`config.mk`:
```
export PLATFORM = sky130hd
export DESIGN_NAME = dac_seq
export DESIGN_NICKNAME = d
export VERILOG_FILES = /design/src/rtl/dac_pkg.sv /design/src/rtl/dac_spi_shift.sv /design/src/rtl/dac_seq.sv
export SDC_FILE = /design/constraint.sdc
export NUM_CORES = 1
export LEC_CHECK = 0
export CAP_MARGIN = 20
export CORE_ASPECT_RATIO = 1.2
export CORE_MARGIN = 4
export CORE_UTILIZATION = 49
export CTS_BUF_LIST = sky130_fd_sc_hd__clkbuf_16
export CTS_CLUSTER_DIAMETER = 150
export DETAILED_ROUTE_END_ITERATION = 12
export PLACE_DENSITY = 0.89
export SETUP_SLACK_MARGIN = 0.1
export SLEW_MARGIN = 20
export SYNTH_ARGS = -nofsm -noshare
export SYNTH_HDL_FRONTEND = slang
export SYNTH_SLANG_ARGS = --single-unit
```
`constraint.sdc`:
```
create_clock -name CLK_60 -period 2.3 [get_ports CLK_60]
set_input_delay 0.23 -clock CLK_60 [delete_from_list [all_inputs] [get_ports CLK_60]]
set_output_delay 0.23 -clock CLK_60 [all_outputs]
set_load 0.005 [all_outputs]
```
`src/rtl/dac_pkg.sv`:
```
// Shared definitions for the DAC frame sequencer: frame geometry, default
// command byte, reset code, FSM encoding and the code-select arithmetic.
package dac_pkg;

    localparam int          FRAME_W     = 24;
    localparam logic [7:0]  DEFAULT_CMD = 8'h30;
    localparam logic [15:0] RESET_CODE  = 16'h8000;

    typedef enum logic [1:0] {
        IDLE,
        LOAD,
        SHIFT,
        GAP
    } dac_state_t;

    // Origin wins over +10 V; both beat normal mode. Sums widen by two bits so
    // that overflow and underflow can be detected before clamping to 16 bits.
    function automatic logic [15:0] select_code(
        input logic        calib_org,
        input logic        calib_10V,
        input logic [15:0] speed_code,
        input logic [15:0] dac_org,
        input logic [15:0] dac_width_10V
    );
        logic [16:0]        span_sum;
        logic signed [17:0] norm_sum;
        logic [15:0]        code;
        span_sum = {1'b0, dac_org} + {1'b0, dac_width_10V};
        norm_sum = $signed({2'b00, dac_org}) + $signed({{2{speed_code[15]}}, speed_code});
        if (calib_org)
            code = dac_org;
        else if (calib_10V)
            code = span_sum[16] ? 16'hFFFF : span_sum[15:0];
        else if (norm_sum[17])
            code = 16'h0000;
        else if (norm_sum[16])
            code = 16'hFFFF;
        else
            code = norm_sum[15:0];
        return code;
    endfunction

endpackage

```
`src/rtl/dac_spi_shift.sv`:
```
// Serialises one 24-bit frame MSB first: sclk low for the first half of each
// bit period and high for the second, sync_n low for the whole frame.
module dac_spi_shift
    import dac_pkg::*;
#(
    parameter int SCLK_DIV = 2
) (
    input  logic               CLK_60,
    input  logic               RST,
    input  logic               start,
    input  logic [FRAME_W-1:0] frame,
    output logic               busy,
    output logic               frame_end,
    output logic               dac_sclk,
    output logic               dac_sync_n,
    output logic               dac_din
);

    localparam logic [4:0] HALF_CYC  = 5'(SCLK_DIV);
    localparam logic [4:0] LAST_CYC  = 5'(2 * SCLK_DIV - 1);
    localparam logic [4:0] LAST_BIT  = 5'(FRAME_W - 1);

    logic [4:0]         cyc_cnt;
    logic [4:0]         bit_cnt;
    logic [FRAME_W-1:0] shift_reg;

    assign frame_end = busy && (cyc_cnt == LAST_CYC) && (bit_cnt == LAST_BIT);

    always_ff @(posedge CLK_60) begin
        if (RST) begin
            busy       <= 1'b0;
            dac_sclk   <= 1'b0;
            dac_sync_n <= 1'b1;
            dac_din    <= 1'b0;
            cyc_cnt    <= '0;
            bit_cnt    <= '0;
            shift_reg  <= '0;
        end else if (start) begin
            busy       <= 1'b1;
            dac_sclk   <= 1'b0;
            dac_sync_n <= 1'b0;
            dac_din    <= frame[FRAME_W-1];
            shift_reg  <= {frame[FRAME_W-2:0], 1'b0};
            cyc_cnt    <= '0;
            bit_cnt    <= '0;
        end else if (busy) begin
            if (cyc_cnt == LAST_CYC) begin
                cyc_cnt  <= '0;
                dac_sclk <= 1'b0;
                if (bit_cnt == LAST_BIT) begin
                    busy       <= 1'b0;
                    dac_sync_n <= 1'b1;
                    dac_din    <= 1'b0;
                end else begin
                    bit_cnt   <= bit_cnt + 5'd1;
                    dac_din   <= shift_reg[FRAME_W-1];
                    shift_reg <= {shift_reg[FRAME_W-2:0], 1'b0};
                end
            end else begin
                cyc_cnt  <= cyc_cnt + 5'd1;
                dac_sclk <= ((cyc_cnt + 5'd1) >= HALF_CYC);
            end
        end
    end

endmodule

```
`src/rtl/dac_seq.sv`:
```
// DAC update sequencer: arbitrates update requests, computes the output code
// and drives one serial frame per request through dac_spi_shift.
module dac_seq
    import dac_pkg::*;
#(
    parameter int         SCLK_DIV = 2,
    parameter int         GAP_CYC  = 4,
    parameter logic [7:0] DAC_CMD  = DEFAULT_CMD
) (
    input  logic        CLK_60,
    input  logic        RST,
    input  logic        upd_req,
    input  logic [15:0] speed_code,
    input  logic [15:0] dac_org,
    input  logic [15:0] dac_width_10V,
    input  logic        calib_org,
    input  logic        calib_10V,
    output logic        dac_sclk,
    output logic        dac_sync_n,
    output logic        dac_din,
    output logic        busy,
    output logic        done,
    output logic [15:0] dac_code
);

    localparam logic [3:0] GAP_LAST = 4'(GAP_CYC - 1);

    dac_state_t  state;
    logic        pending;
    logic [3:0]  gap_cnt;
    logic [15:0] load_code;
    logic        spi_busy;
    logic        spi_frame_end;

    assign load_code = select_code(calib_org, calib_10V, speed_code, dac_org, dac_width_10V);

    dac_spi_shift #(
        .SCLK_DIV (SCLK_DIV)
    ) u_shift (
        .CLK_60     (CLK_60),
        .RST        (RST),
        .start      (state == LOAD),
        .frame      ({DAC_CMD, load_code}),
        .busy       (spi_busy),
        .frame_end  (spi_frame_end),
        .dac_sclk   (dac_sclk),
        .dac_sync_n (dac_sync_n),
        .dac_din    (dac_din)
    );

    // Requests seen while a frame is in progress fold into a single pending flag.
    always_ff @(posedge CLK_60) begin
        if (RST) begin
            state    <= IDLE;
            pending  <= 1'b0;
            gap_cnt  <= '0;
            busy     <= 1'b0;
            done     <= 1'b0;
            dac_code <= RESET_CODE;
        end else begin
            done <= 1'b0;
            if (upd_req && state != IDLE)
                pending <= 1'b1;
            case (state)
                IDLE: begin
                    if (upd_req || pending) begin
                        state   <= LOAD;
                        pending <= 1'b0;
                        busy    <= 1'b1;
                    end
                end
                LOAD: begin
                    dac_code <= load_code;
                    state    <= SHIFT;
                end
                SHIFT: begin
                    if (spi_frame_end || !spi_busy) begin
                        state   <= GAP;
                        gap_cnt <= '0;
                    end
                end
                GAP: begin
                    if (gap_cnt == GAP_LAST) begin
                        state <= IDLE;
                        busy  <= 1'b0;
                        done  <= 1'b1;
                    end else begin
                        gap_cnt <= gap_cnt + 4'd1;
                    end
                end
                default: state <= IDLE;
            endcase
        end
    end

endmodule

```
==> results_dict.tcl <==
set metrics [dict create \
    run_status "finished with violations" \
    violations "setup timing" \
    final_cell_mix "138 x buf_4, 85 x nand2_1, 61 x dfxtp_1, 42 x nor2_1, 38 x a21oi_1" \
    worstPathMaxFanout 3 \
    grt_start_max_net_pins 26 \
    hold_class "input pin to flop" \
    p_per_area_nw_per_um2 694 \
    synth_cells 589 \
    rsz0062_at_grt "true" \
    syn_area_um2 4550 \
    cts_sinks 62 \
    fmax_ghz 0.363 \
    placedCellCount 877 \
    n_antenna_cell 0 \
    ys_warn_count 0 \
    ys_seq_area_frac 0.273 \
    wl_per_cell_um 22.7 \
    viasPerCell 6.51 \
    numCtsBuffers 9 \
    finish.net_count 903 \
    dr.pass1.iters 6 \
    synthToLayoutAreaGrowth_pct 68.9 \
    final.setup_skew_ns 0.00475 \
    antenna_found_initial 0 \
    synthDistinctLibCells 68 \
    cp.arrival_ns 3.01 \
    finalHoldViolations 0 \
    gp_congestion 0.886 \
    relSlewSlack 0.375 \
    grt_pass1_vias 5476 \
    clock_latency_ns 0.33 \
    largest_reg_flops 23 \
    power.leakage_nw 3.27 \
    rows 38 \
    drc 0 \
    coreArea_um2 9080 \
    hpwlAfterDp_mm 11.2 \
    route.vias.total 6066 \
    drt_iter0_drc 734 \
    drive_gt1_frac 0.374 \
    clk_path_buf_depth 2 \
    setup-tns-final_ns -8.10 \
    synth-seq-cells 62 \
    yosysTopAreaCell "dfxtp_1" \
    worstMarginPinSlew_ns 0.934 \
    grt_usage 0.296 \
    setup_viol 32 \
    start_util 0.502 \
    synth-async-reset-ratio 0 \
    hold_buffers 0 \
    postRouteAntennaNets 0 \
    worst-setup-path-type "input pin to flop" \
    die_area_um2 10900 \
    syn_avg_cell_area_um2 7.73 \
    portBuffers 73 \
    post-route-min-period_ns 2.75 \
    cap_violations 0 \
    vdd_drop_max_mv 0.513 \
    fin_crit_sh 1.20 \
    fillers 416 \
    drt-total-wl_mm 21.1 \
    synthFlopType "dfxtp_1" \
    cts_max_level 3 \
    fp.dieW_um 96.0 \
    io-pin-count 74 \
    synth.net_count 685 \
    drv_slew 0 \
    grt_overflow 0 \
    synth-edff-count 0 \
    die_y_um 114 \
    grt_pass1_wl_mm 25.6 \
    end_kind "flop" \
    clk_pin_slew_ns 0.05 \
    fin_cells 932 \
    worstSetupStartpointType "input pin" \
    synthTopCellsByArea "dfxtp_1 27%, ha_1 11%, nand2_1 7.4%" \
    layout_commonest_cell "buf_4" \
    cts_tree "done" \
    timing.final.ws_setup_ns -0.452 \
    required_ns 2.56 \
    root_buffer "clkbuf_16" \
    yosysTopAreaCellShare 0.273 \
]
==> what timing repair did <==
item / 4_1_cts / 5_1_grt
endpoints found under the hold margin: 0 / 0
setup endpoints to repair: 35 / 36
gates resized for setup: 91 / 153
gates cloned: 1 / 0
buffers inserted: 21 / 19
pin swaps: 44 / 81
==> power breakdown <==
part	total, mW	switching, mW	internal (mW)	leakage (nW)
Combinational	2.56	1.35	1.21	2.62
Clock	1.28	0.464	0.820	0.145
Sequential	1.50	0.184	1.31	0.507
Total	5.34	2.00	3.34	3.27
==> worst max-delay path, cell delays in order <==
cell	delay (ns)
buf_8	0.10
ha_4	0.15
fa_2	0.34
a211oi_2	0.24
o211ai_1	0.16
nand4_1	0.28
buf_4	0.19
buf_4	0.11
nand2_4	0.04
or4b_4	0.50
a41oi_2	0.32
o221ai_2	0.19
nand2_1	0.14
==> per-stage QoR <==
step	hold WS [ns]	total power, mW	util	cell area, µm²	worst slack, ns
after floorplan	0.381	2.49	-	4730	0.0346
after global placement	0.435	3.29	0.706	6410	-0.750
after detailed placement	0.435	3.37	0.706	6410	-0.869
after CTS	0.376	4.83	0.784	7120	-0.183
after global routing	0.391	5.54	0.847	7690	-0.510
final	0.379	5.34	0.847	7690	-0.452
==> cell families after synthesis <==
family | count (synthesis) | share of synthesized area
buf+inv | 44 | 0.0396
mux | 13 | 0.0286
simple gates | 209 | 0.215
fa+ha+maj | 43 | 0.121
compound gates | 194 | 0.277
flops | 62 | 0.273
xor+xnor | 24 | 0.0462
==> cell usage after synthesis, drive strengths merged (6+ instances only) <==
cell type	instances
inv	19
o21ai	53
a21o	9
ha	41
a21oi	58
buf	6
nand2b	6
nand3	15
mux2i	13
xor2	10
nor2	45
a211oi	9
nand4	6
xnor2	14
nand2	90
o211ai	8
o21a	12
clkbuf	18
a31oi	11
nor3	13
dfxtp	62
nor2b	9
==> layout make-up <==
class	instances	area, µm²	area share
clock buffers	9	225	0.0293
repair buffers	230	1960	0.255
flip-flops and latches	62	1240	0.162
well taps	120	150	0.0195
inverters	20	75.1	0.00976
multi-input cells	484	3980	0.517
clock inverters	7	56.3	0.00732
==> routing by layer <==
layer / GRT usage / wire length, µm / up-vias
li1: - / - / 2589
met1: 0.333 / 7170 / 2798
met5: 0 / 0 / -
met4: 0.138 / 1770 / 0
met2: 0.532 / 10200 / 503
met3: 0.0468 / 2030 / 176
==> path summary, 6_finish.rpt <==
kind	slack [ns]	endpoint	depth (start not counted)	start
worst max-delay path	-0.45	dac_code[14]$_SDFFE_PP0P_	13	dac_org[0]
worst min register to register	0.44	dac_code[0]$_SDFFE_PP0P_	2	dac_code[0]$_SDFFE_PP0P_
worst min-delay path	0.38	u_shift.shift_reg[1]$_SDFFE_PP0P_	5	dac_org[0]
worst max register to register	0.14	u_shift.shift_reg[1]$_SDFFE_PP0P_	6	state[1]$_SDFFE_PP0P_
Note: power is estimated with default switching activity, not from simulation.
